===== src/rtl/shared_mem_arbiter_if.sv =====
// Bundle between the execution cores and the shared device-memory port.
// The arbiter uses the slave view; the cores/memory side uses the master view.
interface shared_mem_arbiter_if #(
    parameter int NUM_CORES = 4
);
    logic [NUM_CORES-1:0]    core_request;
    logic [NUM_CORES-1:0]    core_wren;
    logic [NUM_CORES-1:0]    core_rden;
    logic [16*NUM_CORES-1:0] core_addr;
    logic [16*NUM_CORES-1:0] core_write_val;
    logic [NUM_CORES-1:0]    core_enable;
    logic [15:0]             mem_addr;
    logic                    mem_wren;
    logic                    mem_rden;
    logic [15:0]             mem_write_val;
    logic [15:0]             mem_read_val;
    logic [15:0]             core_read_val;
    logic [3:0]              read_owner;
    logic                    read_owner_valid;
    logic [31:0]             contention_count;

    modport slave (
        input  core_request, core_wren, core_rden, core_addr, core_write_val, mem_read_val,
        output core_enable, mem_addr, mem_wren, mem_rden, mem_write_val, core_read_val,
        output read_owner, read_owner_valid, contention_count
    );

    modport master (
        output core_request, core_wren, core_rden, core_addr, core_write_val, mem_read_val,
        input  core_enable, mem_addr, mem_wren, mem_rden, mem_write_val, core_read_val,
        input  read_owner, read_owner_valid, contention_count
    );
endinterface


===== src/rtl/shared_mem_arbiter.sv =====
// Round-robin arbiter sharing one device-memory port among NUM_CORES cores,
// with a bounded hold so a busy core cannot starve the others.
module shared_mem_arbiter #(
    parameter int NUM_CORES = 4,
    parameter int MAX_HOLD  = 2
) (
    input  logic                  clk,
    input  logic                  reset_n,
    shared_mem_arbiter_if.slave   bus
);
    localparam int HOLD_W = (MAX_HOLD > 1) ? $clog2(MAX_HOLD) : 1;

    logic [3:0]        last_owner_q, last_owner_d;
    logic              owner_valid_q, owner_valid_d;
    logic [HOLD_W-1:0] hold_count_q, hold_count_d;
    logic [3:0]        read_owner_q, read_owner_d;
    logic              read_owner_valid_q, read_owner_valid_d;
    logic [31:0]       contention_count_q, contention_count_d;

    logic              grant_vld;
    logic [3:0]        grant_idx;
    logic              hold_ok;
    logic [4:0]        cand_sum;
    logic [16*NUM_CORES-1:0] addr_sh;
    logic [16*NUM_CORES-1:0] wval_sh;

    function automatic logic bit_at(input logic [NUM_CORES-1:0] v, input logic [3:0] i);
        return |(v & (NUM_CORES'(1) << i));
    endfunction

    // Grant: keep the current owner while under its hold budget, otherwise
    // search from last_owner+1 around to last_owner itself.
    always_comb begin
        hold_ok   = owner_valid_q && bit_at(bus.core_request, last_owner_q)
                    && (int'(hold_count_q) < MAX_HOLD - 1);
        grant_vld = 1'b0;
        grant_idx = last_owner_q;
        cand_sum  = '0;
        if (hold_ok) begin
            grant_vld = 1'b1;
        end else begin
            for (int k = 1; k <= NUM_CORES; k++) begin
                cand_sum = {1'b0, last_owner_q} + 5'(k);
                if (cand_sum >= 5'(NUM_CORES)) begin
                    cand_sum = cand_sum - 5'(NUM_CORES);
                end
                if (!grant_vld && bit_at(bus.core_request, cand_sum[3:0])) begin
                    grant_vld = 1'b1;
                    grant_idx = cand_sum[3:0];
                end
            end
        end
        // Nothing reaches the memory port while reset is held.
        grant_vld = grant_vld && reset_n;
    end

    always_comb begin
        addr_sh = bus.core_addr >> {grant_idx, 4'b0000};
        wval_sh = bus.core_write_val >> {grant_idx, 4'b0000};

        bus.core_enable   = grant_vld ? (NUM_CORES'(1) << grant_idx) : '0;
        bus.mem_addr      = grant_vld ? addr_sh[15:0] : 16'h0000;
        bus.mem_write_val = grant_vld ? wval_sh[15:0] : 16'h0000;
        bus.mem_wren      = grant_vld && bit_at(bus.core_wren, grant_idx);
        bus.mem_rden      = grant_vld && bit_at(bus.core_rden, grant_idx);
        bus.core_read_val = bus.mem_read_val;
        bus.read_owner       = read_owner_q;
        bus.read_owner_valid = read_owner_valid_q;
        bus.contention_count = contention_count_q;
    end

    always_comb begin
        last_owner_d       = last_owner_q;
        owner_valid_d      = 1'b0;
        hold_count_d       = '0;
        read_owner_d       = read_owner_q;
        read_owner_valid_d = 1'b0;
        contention_count_d = contention_count_q;

        if (grant_vld) begin
            last_owner_d       = grant_idx;
            owner_valid_d      = 1'b1;
            read_owner_d       = grant_idx;
            read_owner_valid_d = bit_at(bus.core_rden, grant_idx);
            if (grant_idx == last_owner_q && owner_valid_q) begin
                hold_count_d = (int'(hold_count_q) < MAX_HOLD - 1)
                               ? hold_count_q + HOLD_W'(1) : hold_count_q;
            end
        end

        if ($countones(bus.core_request) >= 2 && contention_count_q != 32'hFFFF_FFFF) begin
            contention_count_d = contention_count_q + 32'd1;
        end
    end

    always_ff @(posedge clk or negedge reset_n) begin
        if (!reset_n) begin
            last_owner_q       <= 4'(NUM_CORES - 1);
            owner_valid_q      <= 1'b0;
            hold_count_q       <= '0;
            read_owner_q       <= 4'd0;
            read_owner_valid_q <= 1'b0;
            contention_count_q <= 32'd0;
        end else begin
            last_owner_q       <= last_owner_d;
            owner_valid_q      <= owner_valid_d;
            hold_count_q       <= hold_count_d;
            read_owner_q       <= read_owner_d;
            read_owner_valid_q <= read_owner_valid_d;
            contention_count_q <= contention_count_d;
        end
    end
endmodule


===== src/flat_wrapper.sv =====
// flat-port wrapper written by rule: the top's interface ports become plain ports
module shared_mem_arbiter_flat 
#(
    parameter int NUM_CORES = 4,
    parameter int MAX_HOLD  = 2
)
  (clk, reset_n, bus_core_request, bus_core_wren, bus_core_rden, bus_core_addr, bus_core_write_val, bus_mem_read_val, bus_core_enable, bus_mem_addr, bus_mem_wren, bus_mem_rden, bus_mem_write_val, bus_core_read_val, bus_read_owner, bus_read_owner_valid, bus_contention_count);
  shared_mem_arbiter_if #(.NUM_CORES(NUM_CORES)) bus_i ();
  input  logic clk;
  input  logic reset_n;
  input wire logic [$bits(bus_i.core_request)-1:0] bus_core_request;
  input wire logic [$bits(bus_i.core_wren)-1:0] bus_core_wren;
  input wire logic [$bits(bus_i.core_rden)-1:0] bus_core_rden;
  input wire logic [$bits(bus_i.core_addr)-1:0] bus_core_addr;
  input wire logic [$bits(bus_i.core_write_val)-1:0] bus_core_write_val;
  input wire logic [$bits(bus_i.mem_read_val)-1:0] bus_mem_read_val;
  output wire logic [$bits(bus_i.core_enable)-1:0] bus_core_enable;
  output wire logic [$bits(bus_i.mem_addr)-1:0] bus_mem_addr;
  output wire logic [$bits(bus_i.mem_wren)-1:0] bus_mem_wren;
  output wire logic [$bits(bus_i.mem_rden)-1:0] bus_mem_rden;
  output wire logic [$bits(bus_i.mem_write_val)-1:0] bus_mem_write_val;
  output wire logic [$bits(bus_i.core_read_val)-1:0] bus_core_read_val;
  output wire logic [$bits(bus_i.read_owner)-1:0] bus_read_owner;
  output wire logic [$bits(bus_i.read_owner_valid)-1:0] bus_read_owner_valid;
  output wire logic [$bits(bus_i.contention_count)-1:0] bus_contention_count;
  assign bus_i.core_request = bus_core_request;
  assign bus_i.core_wren = bus_core_wren;
  assign bus_i.core_rden = bus_core_rden;
  assign bus_i.core_addr = bus_core_addr;
  assign bus_i.core_write_val = bus_core_write_val;
  assign bus_i.mem_read_val = bus_mem_read_val;
  assign bus_core_enable = bus_i.core_enable;
  assign bus_mem_addr = bus_i.mem_addr;
  assign bus_mem_wren = bus_i.mem_wren;
  assign bus_mem_rden = bus_i.mem_rden;
  assign bus_mem_write_val = bus_i.mem_write_val;
  assign bus_core_read_val = bus_i.core_read_val;
  assign bus_read_owner = bus_i.read_owner;
  assign bus_read_owner_valid = bus_i.read_owner_valid;
  assign bus_contention_count = bus_i.contention_count;
  shared_mem_arbiter #(.NUM_CORES(NUM_CORES), .MAX_HOLD(MAX_HOLD)) u_core (.clk(clk), .reset_n(reset_n), .bus(bus_i));
endmodule

===== config.mk =====
export PLATFORM = sky130hd
export DESIGN_NAME = shared_mem_arbiter_flat
export DESIGN_NICKNAME = d
export VERILOG_FILES = /design/src/rtl/shared_mem_arbiter_if.sv /design/src/rtl/shared_mem_arbiter.sv /design/src/flat_wrapper.sv
export SDC_FILE = /design/constraint.sdc
export NUM_CORES = 1
export LEC_CHECK = 0
export ABC_AREA = 1
export ABC_CLOCK_PERIOD_IN_PS = 4500
export BUFFER_PORTS_ARGS = -buffer_cell sky130_fd_sc_hd__buf_2
export CAP_MARGIN = 20
export CORE_AREA = 2 2 98 100
export CTS_BUF_LIST = sky130_fd_sc_hd__clkbuf_2
export CTS_CLUSTER_DIAMETER = 40
export DETAILED_ROUTE_END_ITERATION = 7
export DIE_AREA = 0 0 100 102
export GPL_ROUTABILITY_DRIVEN = 0
export HOLD_SLACK_MARGIN = 0.1
export MAX_ROUTING_LAYER = met4
export PLACE_DENSITY_LB_ADDON = 0.05
export SLEW_MARGIN = 20
export SYNTH_ARGS = -nofsm -noshare
export SYNTH_HDL_FRONTEND = slang
export SYNTH_SLANG_ARGS = --single-unit

===== constraint.sdc =====
create_clock -name clk -period 4.5 [get_ports clk]
set_input_delay 0.225 -clock clk [delete_from_list [all_inputs] [get_ports clk]]
set_output_delay 0.225 -clock clk [all_outputs]
set_load 0.05 [all_outputs]

==> impl_metrics.ini, run 1 <==
[yosys]
synth.area.top_cells = dfrtp_1 (24%), nand2_1 (9.4%), inv_1 (7.0%), nor2_1 (5.7%), o22ai_1 (5.2%)
yosysSeqAreaShare = 0.251
synth_top_area_cell = dfrtp_1
ys_ff_latch = 41
postSynthNetCount = 762
syn_inst = 588
synth-edff-count = 0
ys.flop_type = dfrtp_1
synthArstFlopShare = 1.00
synth_top_area_frac = 0.238
ys_types = 42
syn_area_um2 = 4090
synth_warnings = 0
syn_avg_cell_area_um2 = 6.96

[worst_hold_path]
min_path_cells = 5
hold_path_class = primary input to flop
hold_end = u_core.bus.read_owner_valid
hold_start = bus_core_rden[1]

[final_layout]
area_growth_pct = 29.1
stdcell_count = 898
n_fill_cell = 938
fin_util = 0.580
seq_area_um2 = 1030
multi_input_area_um2 = 2490
final_nets = 959
drive_gt1_frac = 0.365

[drt]
drt_iter0_markers = 224
vias_per_cell = 5.34
ant_nets = 0
drt_first_pass_iters = 5
via_count = 4795
drc = 0
wl_per_cell_um = 15.9
finalWirelength_um = 14300

[clock_tree]
clock_latency_ns = 0.40
clk_pin_slew_ns = 0.21
htreeDepth = 2
cts-root-buf = clkbuf_2
cts.sinks = 41
cts_made_buffers = 5
cts_tree = yes
clock_path_buffers = 2

[worst_setup_path]
cp-start-kind = flop
r2r_start = u_core.last_owner_q[1]
rr_worst_depth = 25
crit_arrival_ns = 4.04
path_max_fanout = 19
crit_type = flop to primary output
timing.rr.end = u_core.bus.read_owner_valid
rrSetupSlack_ns = 1.21
crit_path_end_kind = primary output
required_ns = 4.28

[timing]
finalHoldViolCount = 0
finalSetupViolCount = 0
setup_tns_ns = 0
slew_viol_final = 0
finalCriticalPeriod_ns = 4.27
tightest_slew_ns = 0.511
fin_ws_ns = 0.230
timing.final.crit_share = 0.949
relSlewSlack = 0.659
skew_ns = 0.00864
clock.fmax_ghz = 0.234
rsz0062_at_grt = true

[flow_run]
maxCapViolCount = 0

[floorplanning]
die_h_um = 102
num_rows = 35
die_w_um = 100
core_um2 = 9110
ioPinCount = 249
initial_core_util = 0.449
die_area_um2 = 10200

[global_route]
grt_pass1_wl_um = 21400
track_usage = 0.270
grt_max_degree = 42
antenna_found_initial = 1
grt_pass1_vias = 4312
grt_overflow_total = 0

[placement]
dp_hpwl_um = 11500
post-place-cells = 880
portBuffers = 216
dp_slack_ns = 0.435

[status]
outcome = finished clean
-- flip-flops by register name (all words and copies together), names as in the netlist --
register / flops
u_core.hold_count_q: 1
u_core.bus.read_owner_valid: 1
u_core.last_owner_q: 2
u_core.bus.contention_count: 32
u_core.owner_valid_q: 1
u_core.bus.read_owner: 4
-- critical path: stages (launching register included) --
cell and delay (ns):
dfstp_2 0.68, inv_2 0.13, ha_1 0.19, nand2_1 0.08, nand2_1 0.06, nand2_1 0.05, nand2_1 0.08, ha_1 0.18
nand2_1 0.06, nand2_1 0.05, nor2_1 0.11, nand2_1 0.06, o21ai_1 0.10, nand2_1 0.10, nor2_2 0.19, inv_2 0.05
nand2_1 0.06, nand2_1 0.06, nand2_2 0.08, nand2_4 0.11, nand2_8 0.17, buf_4 0.25, nor2_1 0.06, a21oi_1 0.29
o22ai_1 0.15, clkbuf_4 0.23
-- Yosys cell counts, drive strengths merged (2+ instances only) --
library cell	number
nor3b	2
a31oi	2
nand4	20
nand2	113
a22oi	31
buf	40
o31ai	2
clkbuf	2
xnor2	6
xor2	22
dfstp	2
o21ai	12
ha	15
nand3	27
nor2	69
inv	85
nor3	12
nor4	6
a21oi	41
dfrtp	39
o22ai	34
-- what timing repair did --
item,4_1_cts,5_1_grt
endpoints found under the setup margin,15,34
resized for setup,1,25
hold buffers,1,0
gates cloned,0,1
endpoints found under the hold margin,39,0
pin swaps,0,1
setup buffers,0,7
-- routing by layer --
| layer | global-route usage | vias up | wire, µm |
|---|---|---|---|
| li1 | - | 2347 | - |
| met1 | 0.357 | 2216 | 5990 |
| met2 | 0.429 | 212 | 7020 |
| met3 | 0.0458 | 20 | 999 |
| met4 | 0.0738 | 0 | 261 |
| met5 | - | - | 0 |
-- through the flow --
stage / hold WS, ns / area (µm²)
global route: 0.249 / 5290
CTS: 0.232 / 5150
global placement: 0.396 / 5070
detailed placement: 0.402 / 5070
finish: 0.245 / 5290
floorplan: -0.0706 / 4090
-- cell usage in the layout, fill, tap and decap left out, types with 6 or more instances in the layout --
master | synthesis | layout
a22oi_1 | 22 | 20
nand3_1 | 27 | 27
inv_1 | 76 | 76
o22ai_1 | 34 | 34
dfrtp_1 | 39 | 38
xnor2_1 | 6 | 6
nor3_1 | 9 | 9
ha_1 | 15 | 15
o21ai_0 | 10 | 10
buf_4 | 26 | 16
nor4_1 | 6 | 6
buf_2 | 10 | 207
a22oi_2 | 9 | 11
nand2_2 | 7 | 6
a21oi_1 | 40 | 40
inv_2 | 8 | 8
nor2_1 | 62 | 61
xor2_1 | 22 | 22
nand2_1 | 102 | 101
nand4_1 | 20 | 20
-- kinds of logic (layout without fill, tap and decap cells) --
kind of cell | count (synthesis) | after routing | share of synthesized area
other | 0 | 1 | 0
buffers and inverters | 127 | 324 | 0.151
AND/OR/NAND/NOR | 253 | 254 | 0.292
adder cells (fa/ha/maj) | 16 | 16 | 0.0507
XOR/XNOR | 28 | 28 | 0.0599
AO/OA/AOI/OAI | 123 | 123 | 0.195
flip-flops | 41 | 41 | 0.251
-- area by class of cell --
class	instances	share of cell area
flip-flops and latches	41	0.195
clock inverters	3	0.00781
clock buffers	5	0.00473
inverters	85	0.0627
multi-input cells	421	0.471
repair buffers	231	0.232
diodes	1	0.000473
well taps	111	0.0263
-- worst max path at each step --
stage                                start               endpoint  slack (ns)  cells past startpoint
global route        u_core.last_owner_q[1]        bus_mem_addr[8]       -0.05                     25
CTS                 u_core.last_owner_q[1]        bus_mem_addr[3]        0.10                     24
detailed placement  u_core.last_owner_q[0]        bus_mem_addr[8]        0.44                     20
global placement    u_core.last_owner_q[0]        bus_mem_addr[8]        0.56                     20
finish              u_core.last_owner_q[1]        bus_mem_addr[8]        0.23                     25
floorplan           u_core.last_owner_q[0]  bus_mem_write_val[10]        0.99                     22
Power of run 1 is left out: the tool's default activity adds up to more than one toggle a clock period on the data nets, which glitch-free logic cannot reach.
==> run 2, diff against run 1 <==
- BUFFER_PORTS_ARGS: -buffer_cell sky130_fd_sc_hd__buf_2 -> not set
- CAP_MARGIN: 20 -> not set
- CORE_AREA: 2 2 98 100 -> 2 2 97 99
- DIE_AREA: 0 0 100 102 -> 0 0 99 101
- DONT_BUFFER_PORTS: not set -> 1
- SLEW_MARGIN: 20 -> not set
==> impl_metrics.ini, run 2 (synthesis results as in run 1) <==
[worst_setup_path]
crit_top_cell = nand2_1
crit_path_end_kind = primary output
crit_type = flop to primary output
required_ns = 4.28
cp-start-kind = flop
crit_chain = inv_2 -> ha_1 -> nand2_1 -> nand2_1 -> ha_1 -> nand2_1 -> nand2_1 -> nor2_1 -> nand2_1 -> o21ai_1 -> nand2_1 -> nor2_2 -> inv_2 -> nand2_1 -> nand2_1 -> nand2_2 -> nand2_4 -> nor2_8 -> buf_4 -> a21oi_1 -> o22ai_1 -> buf_4
crit_arrival_ns = 3.85
critPathMaxStageDelay_ns = 0.76
crit_family = simple AND/OR/NAND/NOR gates
cpMaxStageDelayCell = dfstp_4
path_max_fanout = 14
critical_path_buf_inv_count = 4

[clock_tree]
htreeDepth = 2
clock_latency_ns = 0.39
cts_made_buffers = 5
cts.sinks = 41
clk_pin_slew_ns = 0.22
clock_path_buffers = 2
cts_tree = yes
cts-root-buf = clkbuf_2

[floorplanning]
initial_core_util = 0.456
num_rows = 35
ioPinCount = 249
die_w_um = 99
die_area_um2 = 10000
core_um2 = 8980
die_h_um = 101

[final_layout]
fin_util = 0.495
n_fill_cell = 903
multi_input_area_um2 = 2480
largest_register_ffs = 32
drive_gt1_frac = 0.173
seq_area_um2 = 1030
layout_commonest_cell = nand2_1
area_growth_pct = 8.47
diodes = 0
final_nets = 780
final_cell_mix = nand2_1 (101), inv_1 (76), nor2_1 (62), buf_4 (48), a21oi_1 (40)

[global_route]
grt_overflow_total = 0
track_usage = 0.265
grt_pass1_wl_um = 20600
grt_pass1_vias = 3813
antenna_found_initial = 0
grt_max_degree = 43

[flow_run]
maxCapViolCount = 0

[drt]
drc = 0
ant_nets = 0
drt_iter0_markers = 299
vias_per_cell = 5.78
drt_first_pass_iters = 5
wl_per_cell_um = 18.8
finalWirelength_um = 13500
via_count = 4150

[timing]
slew_viol_final = 0
skew_ns = 0.0131
relSlewSlack = 0.570
clock.fmax_ghz = 0.245
finalHoldViolCount = 0
fin_ws_ns = 0.420
timing.final.crit_share = 0.907
finalCriticalPeriod_ns = 4.08
setup_tns_ns = 0
finalSetupViolCount = 0
tightest_slew_ns = 0.645

[placement]
portBuffers = 0
dp_hpwl_um = 10700
dp_slack_ns = 0.658

[worst_hold_path]
hold_path_class = primary input to asynchronous set/reset pin

[status]
outcome = finished clean
-- run 2: metal layers --
| layer | vias to the layer above | GRT usage | wire length (µm) |
|---|---|---|---|
| met5 | - | - | 0 |
| met3 | 22 | 0.0596 | 1010 |
| li1 | 1989 | - | - |
| met1 | 1946 | 0.344 | 5790 |
| met2 | 193 | 0.420 | 6470 |
| met4 | 0 | 0.0685 | 269 |
-- run 2: final cells by class --
class                      instances  share of cell area
clock buffer                       5             0.00564
multi-input combinational        421               0.558
clock inverter                     3             0.00394
timing repair buffer              52              0.0950
sequential                        41               0.232
tap                              111              0.0313
inverter                          85              0.0735
-- run 2: path summary, 6_finish.rpt --
| path | slack (ns) | start | cells past startpoint | end |
|---|---|---|---|---|
| worst max register to register | 1.06 | u_core.last_owner_q[0] | 23 | u_core.bus.read_owner_valid |
| worst min register to register | 0.58 | u_core.owner_valid_q | 2 | u_core.hold_count_q |
| worst min-delay path | 0.25 | reset_n | 2 | u_core.bus.contention_count[16] |
| worst max-delay path | 0.42 | u_core.last_owner_q[0] | 22 | bus_mem_write_val[7] |
| min in group clk | 0.30 | bus_core_rden[1] | 5 | u_core.bus.read_owner_valid |
| max in group asynchronous | 3.99 | reset_n | 2 | u_core.last_owner_q[0] |
-- run 2: worst register-to-register path: stages, from the launching register on --
cell and delay, ns:
dfstp_4 0.76, inv_2 0.14, ha_1 0.23, nand2_1 0.06, nand2_1 0.09, ha_1 0.21, nand2_1 0.06, nand2_1 0.05
nor2_1 0.11, nand2_1 0.06, o21ai_1 0.07, nand2_1 0.09, nor2_2 0.18, nand2_1 0.07, nand2_1 0.08, nand2_2 0.07
nand2_4 0.15, nand2_8 0.14, inv_8 0.23, nand4_1 0.12, nand2_1 0.08, nor2_1 0.04, nor2_1 0.08, buf_4 0.22
-- run 2: through the flow --
stage / cells / hold slack [ns] / instance area [µm²]
3_3_place_gp: 701 / -0.0697 / 4280
5_1_grt: 718 / 0.210 / 4440
3_5_place_dp: 701 / -0.0697 / 4280
6_report: 718 / 0.252 / 4440
4_1_cts: 711 / 0.226 / 4350
2_1_floorplan: 588 / -0.0706 / 4090
-- run 2: timing repair --
action / 4_1_cts / 5_1_grt
gates resized for setup: 0 / 8
endpoints found under the hold margin: 44 / 0
buffers inserted: 0 / 6
hold buffers: 2 / 0
setup endpoints to repair: 0 / 34
Power of run 2 is left out for the same reason.
